<file path="config.mk">
export PLATFORM = sky130hd
export DESIGN_NAME = mem_dump_tx
export DESIGN_NICKNAME = d
export VERILOG_FILES = /design/src/rtl/mem_dump_pkg.sv /design/src/rtl/mem_dump_serializer.sv /design/src/rtl/mem_dump_tx.sv
export SDC_FILE = /design/constraint.sdc
export NUM_CORES = 1
export LEC_CHECK = 0
export BUFFER_PORTS_ARGS = -buffer_cell sky130_fd_sc_hd__buf_2
export CORE_AREA = 2 2 401 403
export CTS_BUF_LIST = sky130_fd_sc_hd__clkbuf_4 sky130_fd_sc_hd__clkbuf_8
export CTS_CLUSTER_SIZE = 12
export DETAILED_ROUTE_END_ITERATION = 10
export DIE_AREA = 0 0 403 405
export SLEW_MARGIN = 40
export SYNTH_ARGS = -nofsm -noshare
export SYNTH_HDL_FRONTEND = slang
export SYNTH_SLANG_ARGS = --single-unit
</file>
<file path="constraint.sdc">
create_clock -name i_clk -period 3 [get_ports i_clk]
set_input_delay 0.15 -clock i_clk [delete_from_list [all_inputs] [get_ports i_clk]]
set_output_delay 0.15 -clock i_clk [all_outputs]
set_load 0.1 [all_outputs]
</file>
<file path="src/rtl/mem_dump_pkg.sv">
// Shared types and helpers for the data-memory dump engine.
package mem_dump_pkg;

    // Width of one transmitted unit on the UART byte interface.
    localparam int unsigned BYTE_W = 8;

    // Dump sequencer states.
    typedef enum logic [1:0] {
        ST_IDLE,
        ST_LOAD,
        ST_SEND,
        ST_DONE
    } dump_state_t;

    // Number of bytes that make up one memory word.
    function automatic int unsigned bytes_per_word(input int unsigned bus_size);
        return bus_size / BYTE_W;
    endfunction

endpackage

</file>
<file path="src/rtl/mem_dump_serializer.sv">
// Word-to-byte serializer: holds one snapshotted word and offers it MSB-first
// on a valid/ready byte interface. Reports when the last byte has gone out.
module mem_dump_serializer
    import mem_dump_pkg::*;
#(
    parameter int IO_BUS_SIZE = 32
) (
    input  logic                   i_clk,
    input  logic                   i_reset,
    input  logic                   i_load,
    input  logic [IO_BUS_SIZE-1:0] i_word,
    input  logic                   i_tx_ready,
    output logic [BYTE_W-1:0]      o_tx_data,
    output logic                   o_tx_valid,
    output logic                   o_last_xfer
);

    localparam int unsigned BYTES = bytes_per_word(IO_BUS_SIZE);
    localparam int unsigned CNT_W = (BYTES > 1) ? $clog2(BYTES) : 1;
    localparam logic [CNT_W-1:0] LAST_BYTE = CNT_W'(BYTES - 1);

    logic [IO_BUS_SIZE-1:0] shift_reg;
    logic [CNT_W-1:0]       byte_cnt;
    logic                   valid_q;
    logic                   xfer;

    assign xfer        = valid_q & i_tx_ready;
    assign o_last_xfer = xfer & (byte_cnt == LAST_BYTE);

    // Snapshot a word on load, then shift one byte out per accepted transfer.
    always_ff @(posedge i_clk) begin
        if (!i_reset) begin
            shift_reg <= '0;
            byte_cnt  <= '0;
            valid_q   <= 1'b0;
        end else if (i_load) begin
            shift_reg <= i_word;
            byte_cnt  <= '0;
            valid_q   <= 1'b1;
        end else if (xfer) begin
            if (byte_cnt == LAST_BYTE) begin
                // Last byte accepted: stop offering until the next word is loaded.
                valid_q <= 1'b0;
            end else begin
                shift_reg <= shift_reg << BYTE_W;
                byte_cnt  <= byte_cnt + 1'b1;
            end
        end
    end

    assign o_tx_data  = shift_reg[IO_BUS_SIZE-1 -: BYTE_W];
    assign o_tx_valid = valid_q;

endmodule

</file>
<file path="src/rtl/mem_dump_tx.sv">
// Debug read-out engine: on request, walks the data-memory debug image word by
// word (ascending) and streams each word MSB-first over a byte valid/ready port.
module mem_dump_tx
    import mem_dump_pkg::*;
#(
    parameter int IO_BUS_SIZE   = 32,
    parameter int MEM_ADDR_SIZE = 5
) (
    input  logic                                      i_clk,
    input  logic                                      i_reset,
    input  logic                                      i_start,
    input  logic [(2**MEM_ADDR_SIZE)*IO_BUS_SIZE-1:0] i_bus_debug,
    input  logic                                      i_tx_ready,
    output logic [7:0]                                o_tx_data,
    output logic                                      o_tx_valid,
    output logic                                      o_busy,
    output logic                                      o_done,
    output logic [MEM_ADDR_SIZE-1:0]                  o_word_addr
);

    localparam int unsigned WORDS = 1 << MEM_ADDR_SIZE;
    localparam int unsigned IMG_W = WORDS * IO_BUS_SIZE;
    localparam int unsigned SEL_W = $clog2(IMG_W);
    localparam logic [MEM_ADDR_SIZE-1:0] LAST_WORD = '1;

    dump_state_t              state_q;
    dump_state_t              state_d;
    logic [MEM_ADDR_SIZE-1:0] word_idx;
    logic                     load;
    logic                     last_xfer;
    logic [SEL_W-1:0]         sel_base;
    logic [IO_BUS_SIZE-1:0]   word_sel;

    // Bit offset of the current word inside the flat memory image.
    assign sel_base = SEL_W'(word_idx) * SEL_W'(IO_BUS_SIZE);
    assign word_sel = i_bus_debug[sel_base +: IO_BUS_SIZE];

    // State register.
    always_ff @(posedge i_clk) begin
        if (!i_reset) begin
            state_q <= ST_IDLE;
        end else begin
            state_q <= state_d;
        end
    end

    // Next-state decode; the serializer load strobe is asserted only in LOAD.
    always_comb begin
        state_d = state_q;
        load    = 1'b0;
        unique case (state_q)
            ST_IDLE: begin
                if (i_start) begin
                    state_d = ST_LOAD;
                end
            end
            ST_LOAD: begin
                load    = 1'b1;
                state_d = ST_SEND;
            end
            ST_SEND: begin
                if (last_xfer) begin
                    state_d = (word_idx == LAST_WORD) ? ST_DONE : ST_LOAD;
                end
            end
            ST_DONE: begin
                state_d = ST_IDLE;
            end
            default: begin
                state_d = ST_IDLE;
            end
        endcase
    end

    // Word index: cleared on an accepted start, advanced after each word's last byte.
    always_ff @(posedge i_clk) begin
        if (!i_reset) begin
            word_idx <= '0;
        end else if (state_q == ST_IDLE && i_start) begin
            word_idx <= '0;
        end else if (state_q == ST_SEND && last_xfer && word_idx != LAST_WORD) begin
            word_idx <= word_idx + 1'b1;
        end
    end

    mem_dump_serializer #(
        .IO_BUS_SIZE(IO_BUS_SIZE)
    ) u_serializer (
        .i_clk      (i_clk),
        .i_reset    (i_reset),
        .i_load     (load),
        .i_word     (word_sel),
        .i_tx_ready (i_tx_ready),
        .o_tx_data  (o_tx_data),
        .o_tx_valid (o_tx_valid),
        .o_last_xfer(last_xfer)
    );

    assign o_busy      = (state_q != ST_IDLE);
    assign o_done      = (state_q == ST_DONE);
    assign o_word_addr = word_idx;

endmodule

</file>
* After elaboration in Yosys (flattened, before gate mapping) *
Cells that the tools add are included.

operators by class
  equal/unequal tests = 9
  shift-type cells = 1
  add/sub/neg operators = 2
  magnitude comparators = 0
  bitwise gates (word level) = 4
  div/mod/pow operators = 0
  reduce and logical (&&, ||, !) cells = 13
  multiplexer cells = 11
  multipliers = 0

operators by type and width
  cell                                                 number
  indexed part select 1024 x 11 -> 32 bit              1
  2-to-1 mux 32 bit                                    3
  case mux 2 bit (4 select lines)                      1
  AND reduction 2 bit                                  4
  equality test 2 bit, second input constant           3
  2-to-1 mux 2 bit                                     3
  != test 2 bit, second input constant                 3
  nonzero test 2 bit                                   3
  adder 5 x 1 -> 5 bit, second input constant          1
  equality test 5 bit, second input constant           1
  != test 5 bit, second input constant                 1
  2-to-1 mux 1 bit                                     4
  OR reduction 2 bit                                   2
  logical AND 1 bit                                    3
  adder 2 x 1 -> 2 bit, second input constant          1
  bitwise AND 1 bit                                    2
  equality test 2 x 1 -> 1 bit, second input constant  1
  logical NOT 2 bit                                    1
  inverter 1 bit                                       2

storage, ports and cells
  word-level logic and storage cells = 45
  latch bits = 0
  register bits = 42
  bits in read-only memories = 0
  input port bits = 1028
  memory bits (writable) = 0
  memories kept = 0
  output and inout bits = 16

* Longest topological paths before layout *
  depth in word-level cells = 4
  depth in mapped cells = 9
  gate-level depth less buffers = 6

* Modules after synthesis *
Synthesis repeated with hierarchy kept, for this count alone.

second synthesis, totals
  cells, all modules = 882
  area, all modules = 9800.6 um2

by module, submodules not included
  module               area each (um2)  cells an instance  times used  seq. area each (um2)
  mem_dump_tx          8240.4           689                1           140.1
  mem_dump_serializer  1560.2           193                1           700.7

* Least setup slack after synthesis *
Ideal clock, no wire load.

  kind = register to register
  start = register word_idx[0] (netlist: o_word_addr[0])
  end = register u_serializer.shift_reg[10]
  period minus slack after synthesis = 2820 ps
  arrival time = 2685 ps
  slack = 180 ps
  cell stages (with the launch flop) = 7
  data required time = 2865 ps
  path buffers = 3
  setup time = 135 ps
  cell sequence = dfxtp_1 > buf_6 > buf_6 > buf_2 > mux4_2 > a2111oi_0 > nor4_1

between the ends
  cells in the longest elaborated chain, start to end = 2

ends and longest elaborated chain
  element                                  RTL line                   source
  start: declaration                       mem_dump_tx.sv:28          logic [MEM_ADDR_SIZE-1:0] word_idx;
  start signal: assignment                 mem_dump_tx.sv:82          word_idx <= word_idx + 1'b1;
  indexed part select 1024 x 11 -> 32 bit  mem_dump_tx.sv:36          assign word_sel = i_bus_debug[sel_base +: IO_BUS_SIZE];
  2-to-1 mux 32 bit                        mem_dump_serializer.sv:36  end else if (i_load) begin
  end signal: assignment                   mem_dump_serializer.sv:37  shift_reg <= i_word;
  end signal: assignment                   mem_dump_serializer.sv:45  shift_reg <= shift_reg << BYTE_W;
  end: declaration                         mem_dump_serializer.sv:22  logic [IO_BUS_SIZE-1:0] shift_reg;

No other way between the ends.
A chain may end at the register's enable or synchronous reset.

* Worst setup path after layout *
  start = register word_idx[0] (netlist: o_word_addr[0])
  end = register u_serializer.shift_reg[23]

The elaborated chain is that of the path after synthesis.

==> flow_metrics.py <==
metrics = {
    "floorplanning": {
        "die_w_um": 403,
        "die_area_um2": 163000,
        "start_util": 0.0679,
        "die_y_um": 405,
        "row_count": 147,
        "pin_count": 1044,
        "core-area_um2": 159000,
    },
    "layout": {
        "nFillCells": 18404,
        "nets": 3083,
        "area.sequential_um2": 856,
        "fin_util": 0.120,
        "largest_reg_flops": 32,
        "multi_input_area_um2": 9240,
        "final_layout_size_suffix_gt1_frac": 0.681,
        "area_growth_pct": 77.5,
        "stdcell_count": 4167,
    },
    "synthesis": {
        "yosys-top-cells-count": "mux2i_1 (209), mux4_2 (153), a22oi_1 (71)",
        "synth_edf_count": 0,
        "synth_top_area_share": 0.319,
        "yosys_warnings": 0,
        "yosysMostFrequentCell": "mux2i_1",
        "synth_largest_area_cell": "mux4_2",
        "avgSynthCellArea_um2": 10.6,
        "ys_seq_area_frac": 0.0778,
        "syn_nets": 2055,
        "ys_types": 39,
        "synthCells": 1024,
        "ys.flop_type": "dfxtp_1",
        "synth_seq_cells": 42,
        "synth_area_um2": 10800,
        "async_flop_share": 0,
        "yosys-top-cells-area": "mux4_2 (32%), mux2i_1 (19%), dfxtp_1 (7.8%), mux2_2 (6.0%), a22oi_1 (4.9%)",
    },
    "sta": {
        "grt_setup_unrepaired": "false",
        "layout_min_cycle_time_ps": 2870,
        "skew_ps": 21.0,
        "fin_tns_setup_ps": 0,
        "hold_viol_final": 0,
        "timing.fmax_mhz": 348,
        "drv_slew": 0,
        "tightest_slew_ps": 829,
        "relSlewSlack": 0.448,
        "setup_viol": 0,
        "period_share": 0.957,
    },
    "clock_network": {
        "cts_max_path_buffers": 2,
        "htree_levels": 2,
        "numClockSinks": 42,
        "clk_pin_slew_ps": 140,
        "cts_tree": "built",
        "clkLatencyLatePin_ps": 380,
        "cts_root_buf": "clkbuf_8",
        "cts_buffers": 5,
    },
    "routing": {
        "firstDrtPassIters": 5,
        "wirelength_um": 126000,
        "drtIter0Drc": 1361,
        "num_vias": 15230,
        "antenna_left": 0,
        "routedWlPerCell_um": 30.3,
        "routed_via_density": 3.65,
        "drc": 0,
    },
    "pwr": {
        "peakVddDrop_mv": 0.177,
        "power_density_nw_per_um2": 149,
        "p_leak_nw": 7.30,
    },
    "place": {
        "gp_congestion": 0.872,
        "dp_cells": 4127,
        "portBuffers": 1043,
        "hpwl_um": 114000,
    },
    "global_route": {
        "grt_pass1_wl_um": 155000,
        "antenna_found_initial": 105,
        "grt_max_degree": 71,
        "first_global_vias": 15037,
        "grt_use_total": 0.146,
        "grt-ovfl-total": 0,
    },
    "flow_run": {
        "maxCapViolCount": 0,
    },
    "critical_path": {
        "crit_arrival_ps": 3120,
        "path_max_fanout": 24,
        "startpoint": "o_word_addr[0]",
        "path_class": "reg2reg",
        "r2r-start": "o_word_addr[0]",
        "rr_worst_depth": 7,
        "required_ps": 3250,
        "cp-start-kind": "flop",
        "reg2reg_to": "u_serializer.shift_reg[23]",
        "crit_path_end_kind": "flop",
        "crit_end": "u_serializer.shift_reg[23]",
        "r2r_slack_ps": 130,
    },
    "worst_hold_path": {
        "worst_hold_path_type": "in2reg",
    },
    "outcome": {
        "status": "finished, final reports clean",
    },
}
## critical path: stages (launching register included)
cell and delay (ps):
dfxtp_4 560, buf_4 230, buf_12 220, mux4_2 520, mux2_2 380, a2111oi_0 560
buf_4 200, nor4_1 40
## metrics by stage
stage | power, mW | instance area (um^2) | setup slack [ps] | hold slack [ps]
6_report | 2.85 | 19200 | 128 | 199
5_1_grt | 2.97 | 19200 | 4.57 | 204
4_1_cts | 2.89 | 19100 | 76.0 | 179
3_5_place_dp | 2.35 | 19000 | -26.4 | 449
3_3_place_gp | 2.34 | 19000 | -272 | 460
2_1_floorplan | 1.15 | 10800 | 180 | 438
## worst min path at each step
stage,startpoint,end,slack (ps),depth (start not counted)
after CTS,i_start,state_q[0],180,4
after global routing,i_start,state_q[0],200,4
after global placement,u_serializer.byte_cnt[1],u_serializer.byte_cnt[1],460,2
after detailed placement,u_serializer.byte_cnt[1],u_serializer.byte_cnt[1],450,2
final,i_start,state_q[0],200,4
after floorplan,u_serializer.byte_cnt[1],u_serializer.byte_cnt[1],440,2
## logic make-up after synthesis
logic type	count (synthesis)	share of synthesized area
adder cells (fa/ha/maj)	3	0.00347
AND/OR/NAND/NOR	146	0.0791
multiplexers	420	0.573
flip-flops	42	0.0778
buffers and inverters	136	0.0733
XOR/XNOR	4	0.00324
AO/OA/AOI/OAI	273	0.191
## report_power, final
part	switching, mW	internal [mW]
clock	0.353	0.169
combinational	0.868	0.819
sequential	0.0544	0.589
total	1.28	1.58
## per-layer routing
layer | vias to the layer above | wire (um) | global-route usage
met5 | - | 356 | 0
met4 | 54 | 3050 | 0.0335
met3 | 215 | 10200 | 0.0376
met2 | 990 | 60000 | 0.247
met1 | 7526 | 52600 | 0.186
li1 | 6445 | - | -
## layout make-up
cell class / count / share of cell area
clock inverters: 3 / 0.00124
inverters: 3 / 0.000652
well taps: 2086 / 0.136
flip-flops and latches: 42 / 0.0446
clock buffers: 5 / 0.00359
multi-input cells: 846 / 0.482
diodes: 28 / 0.00365
repair buffers: 1154 / 0.329
## cell usage in the layout, fill, tap and decap left out, types with 34 or more instances in the layout
cell,n
o21ai_0,34
mux2_2,58
dfxtp_1,38
mux4_2,153
a2111oi_0,48
buf_4,91
buf_2,1043
mux2i_1,208
and2_1,44
a22oi_1,71
## repair_timing
action                                  CTS  global route
buffers inserted                          4             0
gates cloned                              0             0
gates resized for setup                   1             2
hold buffers                              0             0
pin swaps                                 0             0
endpoints found under the setup margin    6             2
Power figures use the tool's default switching activity.
